<file path="src/rtl/pe_div_pkg.sv">
// Shared widths, divisor constant and FSM encoding for the PE divide-by-20 block.
package pe_div_pkg;

    localparam int unsigned NUM_W   = 38;
    localparam int unsigned QUOT_W  = 34;
    localparam int unsigned DIVISOR = 20;
    localparam int unsigned REM_W   = 6;
    // Partial remainder stays below DIVISOR, so five bits suffice between steps.
    localparam int unsigned PREM_W  = REM_W - 1;

    typedef enum logic [1:0] {
        StIdle,
        StRun,
        StDone
    } state_e;

endpackage

</file>
<file path="src/rtl/div_step.sv">
// One combinational restoring-division step against the constant divisor.
module div_step (
    input  logic [pe_div_pkg::PREM_W-1:0] rem_i,
    input  logic                          bit_i,
    output logic [pe_div_pkg::PREM_W-1:0] rem_o,
    output logic                          q_o
);
    import pe_div_pkg::*;

    logic [PREM_W:0] shifted;
    logic [PREM_W:0] diff;

    always_comb begin
        shifted = {rem_i, bit_i};
        diff    = shifted - (PREM_W + 1)'(DIVISOR);
        q_o     = (shifted >= (PREM_W + 1)'(DIVISOR));
        rem_o   = q_o ? diff[PREM_W-1:0] : shifted[PREM_W-1:0];
    end

endmodule

</file>
<file path="src/rtl/pe_div20.sv">
// Signed divide-by-20 of a PE-stage numerator: one quotient bit per cycle, C-style
// truncation toward zero, valid/ready handshake on both sides.
module pe_div20 #(
    parameter int unsigned NUM_W  = pe_div_pkg::NUM_W,
    parameter int unsigned QUOT_W = pe_div_pkg::QUOT_W
) (
    input  logic                     clk,
    input  logic                     reset,
    input  logic                     clr,
    input  logic                     in_valid,
    output logic                     in_ready,
    input  logic signed [NUM_W-1:0]  num,
    output logic                     out_valid,
    input  logic                     out_ready,
    output logic signed [QUOT_W-1:0] quot,
    output logic signed [5:0]        rem,
    output logic                     busy
);
    import pe_div_pkg::*;

    localparam int unsigned CNT_W = $clog2(NUM_W + 1);

    state_e                   state_q, state_d;
    logic [NUM_W-1:0]         mag_q, mag_d;
    logic [PREM_W-1:0]        prem_q, prem_d;
    logic                     neg_q, neg_d;
    logic [CNT_W-1:0]         cnt_q, cnt_d;
    logic signed [QUOT_W-1:0] quot_q, quot_d;
    logic signed [REM_W-1:0]  rem_q, rem_d;

    logic [PREM_W-1:0] step_rem;
    logic              step_q;
    logic [QUOT_W-1:0] quot_mag;
    logic [REM_W-1:0]  rem_mag;

    div_step u_div_step (
        .rem_i (prem_q),
        .bit_i (mag_q[NUM_W-1]),
        .rem_o (step_rem),
        .q_o   (step_q)
    );

    // mag_q doubles as the quotient register: dividend bits shift out the top
    // while quotient bits shift in at the bottom.
    assign quot_mag = mag_q[QUOT_W-1:0];
    assign rem_mag  = {1'b0, prem_q};

    always_comb begin
        state_d = state_q;
        mag_d   = mag_q;
        prem_d  = prem_q;
        neg_d   = neg_q;
        cnt_d   = cnt_q;
        quot_d  = quot_q;
        rem_d   = rem_q;

        if (clr) begin
            state_d = StIdle;
        end else begin
            unique case (state_q)
                StIdle: begin
                    if (in_valid) begin
                        neg_d   = num[NUM_W-1];
                        mag_d   = num[NUM_W-1] ? (~num + NUM_W'(1)) : num;
                        prem_d  = '0;
                        cnt_d   = '0;
                        state_d = StRun;
                    end
                end
                StRun: begin
                    if (cnt_q == CNT_W'(NUM_W)) begin
                        // Final cycle applies the sign to both results.
                        quot_d  = neg_q ? (~quot_mag + QUOT_W'(1)) : quot_mag;
                        rem_d   = neg_q ? (~rem_mag + REM_W'(1)) : rem_mag;
                        state_d = StDone;
                    end else begin
                        mag_d  = {mag_q[NUM_W-2:0], step_q};
                        prem_d = step_rem;
                        cnt_d  = cnt_q + CNT_W'(1);
                    end
                end
                StDone: begin
                    if (out_ready) begin
                        state_d = StIdle;
                    end
                end
                default: state_d = StIdle;
            endcase
        end
    end

    always_ff @(posedge clk or posedge reset) begin
        if (reset) begin
            state_q <= StIdle;
            mag_q   <= '0;
            prem_q  <= '0;
            neg_q   <= 1'b0;
            cnt_q   <= '0;
            quot_q  <= '0;
            rem_q   <= '0;
        end else begin
            state_q <= state_d;
            mag_q   <= mag_d;
            prem_q  <= prem_d;
            neg_q   <= neg_d;
            cnt_q   <= cnt_d;
            quot_q  <= quot_d;
            rem_q   <= rem_d;
        end
    end

    assign in_ready  = (state_q == StIdle);
    assign out_valid = (state_q == StDone);
    assign busy      = (state_q != StIdle);
    assign quot      = quot_q;
    assign rem       = rem_q;

endmodule

</file>
<file path="config.mk">
export PLATFORM = sky130hd
export DESIGN_NAME = pe_div20
export DESIGN_NICKNAME = d
export VERILOG_FILES = /design/src/rtl/pe_div_pkg.sv /design/src/rtl/div_step.sv /design/src/rtl/pe_div20.sv
export SDC_FILE = /design/constraint.sdc
export NUM_CORES = 1
export LEC_CHECK = 0
export BUFFER_PORTS_ARGS = -buffer_cell sky130_fd_sc_hd__buf_2
export CAP_MARGIN = 0
export CORE_ASPECT_RATIO = 1.4
export CORE_MARGIN = 5
export CORE_UTILIZATION = 35
export CTS_BUF_LIST = sky130_fd_sc_hd__clkbuf_2
export CTS_CLUSTER_DIAMETER = 30
export DETAILED_ROUTE_END_ITERATION = 12
export GPL_ROUTABILITY_DRIVEN = 0
export GPL_TIMING_DRIVEN = 0
export PLACE_DENSITY_LB_ADDON = 0.15
export SYNTH_ARGS = -nofsm -noshare
export SYNTH_HDL_FRONTEND = slang
export SYNTH_SLANG_ARGS = --single-unit
</file>
<file path="constraint.sdc">
create_clock -name clk -period 4.9 [get_ports clk]
set_input_delay 0.245 -clock clk [delete_from_list [all_inputs] [get_ports clk]]
set_output_delay 0.245 -clock clk [all_outputs]
set_load 0.01 [all_outputs]
</file>
-- Yosys cells after proc, flatten, opt, wreduce, memory -nomap -nowiden
Cells that the tools add are included.
- $add $sub $neg: 5
- muxes and demuxes: 18
- eq/ne operators: 8
- $lt $le $gt $ge: 1
- bitwise logic cells: 4
- reductions and logical operators: 7
- operator list (operator ; number):
    38-bit 2-to-1 mux ; 3
    38-bit case mux with 2 select lines ; 1
    38-bit by 2-bit adder with 38-bit output (second input constant) ; 1
    38-bit inverter ; 1
    34-bit by 1-bit adder with 34-bit output (second input constant) ; 1
    34-bit 2-to-1 mux ; 1
    34-bit inverter ; 1
    6-bit 2-to-1 mux ; 3
    5-bit 2-to-1 mux ; 3
    6-bit by 1-bit adder with 6-bit output (second input constant) ; 2
    6-bit case mux with 2 select lines ; 1
    5-bit case mux with 2 select lines ; 1
    3-bit AND reduction ; 3
    2-bit 2-to-1 mux ; 4
    6-bit == test (second input constant) ; 1
    6-bit by 5-bit >= comparator with 1-bit output (second input constant) ; 1
    3-bit inequality test (second input constant) ; 2
    5-bit inverter with 6-bit output ; 1
    2-bit case mux with 3 select lines ; 1
    5-bit subtractor (second input constant) ; 1
    2-bit inequality test (second input constant) ; 2
    4-bit AND reduction ; 1
    2-bit nonzero test ; 2
    3-bit by 2-bit inequality test with 1-bit output (second input constant) ; 1
    4 further kinds ; 4
- register bits after elaboration: 92

-- Longest topological paths before layout
- word-level depth: 5
- depth in mapped cells: 9

-- Modules after synthesis
From an unflattened synthesis, not the netlist that was laid out.
- cells, all modules: 704
- area, all modules: 5889.4 um2
- modules (own cells, without submodules) (module ; area an instance (um2) ; cells an instance ; instances):
    pe_div20 ; 5771.8 ; 688 ; 1
    div_step ; 117.6 ; 16 ; 1

-- Least setup slack after synthesis
OpenSTA, ideal clock, no wires.
- path kind: register to register
- start: register mag_q[0]
- end: register quot_q[18] (netlist: quot[18])
- cell stages (with the launch flop): 9
- data arrival time: 2163 ps
- setup time: 131 ps
- period minus slack after synthesis: 2293 ps
- required time: 4769 ps
- setup slack: 2607 ps
- cell sequence: dfrtp_1 -> inv_1 -> ha_1 -> or3b_1 -> clkbuf_1 -> or4_1 -> o41ai_2 -> xor2_1 -> o21ai_1
- longest elaborated chain between the ends: 3
- RTL lines (element ; line ; text):
    start: declaration ; pe_div20.sv:24 ; logic [NUM_W-1:0] mag_q, mag_d;
    start signal: assignment ; pe_div20.sv:103 ; mag_q <= mag_d;
    34-bit inverter ; pe_div20.sv:73 ; quot_d = neg_q ? (~quot_mag + QUOT_W'(1)) : quot_mag;
    34-bit by 1-bit adder with 34-bit output ; pe_div20.sv:73 ;
    34-bit 2-to-1 mux ; pe_div20.sv:73 ;
    end signal: assignment ; pe_div20.sv:107 ; quot_q <= quot_d;
    end: declaration ; pe_div20.sv:28 ; logic signed [QUOT_W-1:0] quot_q, quot_d;
No other way between the ends.
A chain may end at the register's enable or synchronous reset.

-- Worst setup path after layout
- start: register cnt_q[0]
- end: register mag_q[18]
- longest elaborated chain between the ends: 3
- RTL lines (element ; line ; text):
    start: declaration ; pe_div20.sv:27 ; logic [CNT_W-1:0] cnt_q, cnt_d;
    start signal: assignment ; pe_div20.sv:106 ; cnt_q <= cnt_d;
    6-bit == test ; pe_div20.sv:71 ; if (cnt_q == CNT_W'(NUM_W)) begin
    2-bit inequality test (no line) ; - ;
    4-bit AND reduction (no line) ; - ;
No other way between the ends.

==> impl_results.md <==
* Antenna violations before repair at 1
* CP Class: reg -> reg
* Nets in the synthesized netlist at 718
* Initial DRC Count at 350
* Reg-to-reg setup timing slack at 1790 ps
* Final period util at 63.43%
* Synth area leader: dfrtp_1
* Via density at 5.602
* Overflow after GRT at 0
* Global-route wire length before repair at 29.08 mm
* Synthesized area at 5704 µm²
* Core area at 16100 µm²
* Fmax at 0.3218 GHz
* Seq cells post-synth at 92
* Status: finished, final reports clean
* Routed Antenna Nets at 0
* Total routed wirelength at 17.89 mm
* Synth top area share at 40.36%
* Clock-pin slew on the worst setup and hold paths at 260 ps
* DR pass1 iterations at 5
* Largest cells by area after synthesis: dfrtp_1 (40%), nand2_1 (5.9%), xor2_1 (5.2%)
* Routed met3 length at 768 µm
* Placed Instance Area at 6404 µm²
* Final Util at 40.75%
* HPWL Detailed at 13.85 mm
* Rows at 55
* Most common cell after layout, fill and taps aside: dfrtp_1
* I/O pin total at 86
* DR vias at 5456
* Max-cap check violation count at 0
* Die area at 18990 µm²
* CTS tree: built
* Startpoint type of the worst setup path: register
* Overall routing resource usage at 18.79%
* Sequential-to-total area share from yosys stat at 40.36%
* Predominant post-synthesis flop cell: dfrtp_1
* Num CTS Buffers at 9
* Hold Vio Cnt, Final at 0
* Drt wl/cell at 18.36 µm
* Power Density at 264.3 nW/µm²
* Largest net degree at the start of global routing at 61
* CP max FO at 10
* Final setup vio count at 0
* Top Layer Used: met4
* Hold Crit Class: in -> reg
* Root buffer cell: clkbuf_2
* VDD IR max at 0.08590 mV
* Max Transition Viols Final at 0
* Commonest non-fill, non-tap cells in the layout: dfrtp_1 (92), nand2_1 (89), buf_2 (85)
* Layout fillers at 1701
* RSZ-0062 raised after global routing: no
* Post-Syn Instances at 667
* M1 WL at 7.835 mm
* Arr. time, crit path at 3610 ps
* Minimum clock period at 3108 ps
* Fraction of layout cells with a size suffix above 1 at 14.34%
* Synthesis warning total at 0
* Die H at 161.1 µm
* EDFF count, synth at 0
* Setup Skew at 24.04 ps
* Wire length on met2 at 8.803 mm
* Vias in the first global route at 5408
* Clock Tree Buf Depth at 2
* Distinct cells, synth at 56
* Leak at 2.859 nW
* Deepest level of the CTS H-tree at 3
* Worst-Skew Late Latency at 580 ps
* Cell area after layout at 6563 µm²
* Final TNS setup at 0 ps
* Relative slew margins at 38.29%
* Area grow syn2layout at 15.05%
* Worst setup EP type: register
* Num Clock Sinks at 92
* Port bufs at 84
* Fin nets at 821
* Total power at 1.735 mW
* Syn avg cell area at 8.552 µm²
* Initial core utilization at 35.42%
* Async set-or-reset flop fraction in the synthesized netlist at 100.0%
* DRC viols at 0
* Die width at 117.9 µm
* Worst path required time at 5400 ps
* Worst slew pin tran at 923.6 ps
==> metrics by stage <==
step,worst slack [ps],std cells,hold slack [ps]
floorplan,2263,667,311.4
finish,1792,974,54.11
global route,1499,974,16.73
CTS,1814,972,5.081
detailed placement,1865,951,296.5
global placement,1139,950,463.1
==> area by class of cell <==
type	count	area, µm²	area share (%)
sequential	92	2302	35.08
inverter	24	92.59	1.411
buffer	48	181.4	2.765
clock inverter	6	41.29	0.6292
timing repair buffer	92	518.0	7.893
clock buffer	9	45.04	0.6864
tap	199	249.0	3.794
antenna	1	2.502	0.03813
multi-input combinational	503	3131	47.70
==> synth_stat cells (3+ instances only) <==
library cell / number
o41ai_1: 10
o21ai_1: 11
or3_1: 10
a22o_1: 4
nor3_1: 14
nor4_1: 8
and3_1: 3
inv_1: 24
nor2_1: 51
nor4_2: 4
ha_1: 8
a31oi_1: 11
nand4_1: 10
nand2_1: 89
o21ai_0: 48
o311ai_1: 3
xnor2_1: 28
buf_1: 5
xor2_1: 34
a21oi_1: 27
clkbuf_1: 42
and2_1: 4
mux2i_1: 10
o31ai_1: 16
dfrtp_1: 92
o211ai_1: 7
or4_1: 13
o22ai_1: 3
o221ai_1: 14
nand2b_1: 4
a41oi_1: 9
nand3_1: 21
==> sequential cells by signal (all words and copies together), names as in the netlist <==
| name | flops |
|---|---|
| cnt_q | 6 |
| prem_q | 5 |
| rem | 6 |
| state_q | 2 |
| neg_q | 1 |
| mag_q | 38 |
| quot | 34 |
==> worst max-delay path, stage by stage (launching register included) <==
cell      delay [ps]
dfrtp_1          490
inv_1             80
ha_1             140
nor4bb_1         460
a31oi_1          410
nand2_1          240
clkbuf_1         420
buf_1            460
nor2_1           110
a22o_1           210
==> metal layers <==
layer  vias to the layer above  track usage (%)
li1                       2636                -
met1                      2624            23.58
met2                       167            32.52
met3                        29            3.117
met4                         0            6.781
met5                         -                0
==> where the power goes <==
part / leakage (nW) / switching, mW / total, mW / internal, mW
Clock: 0.0502 / 0.275 / 0.339 / 0.0633
Combinational: 1.58 / 0.287 / 0.476 / 0.189
Sequential: 1.22 / 0.0977 / 0.920 / 0.822
==> repair_timing <==
action / in CTS / in global routing
setup buffers: 0 / 0
hold buffers: 6 / 1
gates resized for setup: 0 / 0
hold endpoints to repair: 36 / 1
==> logic make-up after synthesis <==
| kind of cell | after synthesis | synth area share [%] |
|---|---|---|
| buffers and inverters | 72 | 4.760 |
| flip-flops | 92 | 40.36 |
| XOR/XNOR | 62 | 9.520 |
| adder cells (fa/ha/maj) | 8 | 1.755 |
| AO/OA/AOI/OAI | 177 | 20.42 |
| AND/OR/NAND/NOR | 245 | 21.23 |
| multiplexers | 11 | 1.952 |
==> worst paths after layout <==
kind | to | startpoint | cells after the start
min in group asynchronous | quot[9] | reset | 3
max in group asynchronous | mag_q[12] | reset | 4
max | mag_q[18] | cnt_q[0] | 9
min reg2reg | quot[16] | quot[16] | 2
min | mag_q[6] | num[6] | 4
max reg2reg | mag_q[18] | cnt_q[0] | 9
No activity file was read; power rests on OpenSTA's default activity.
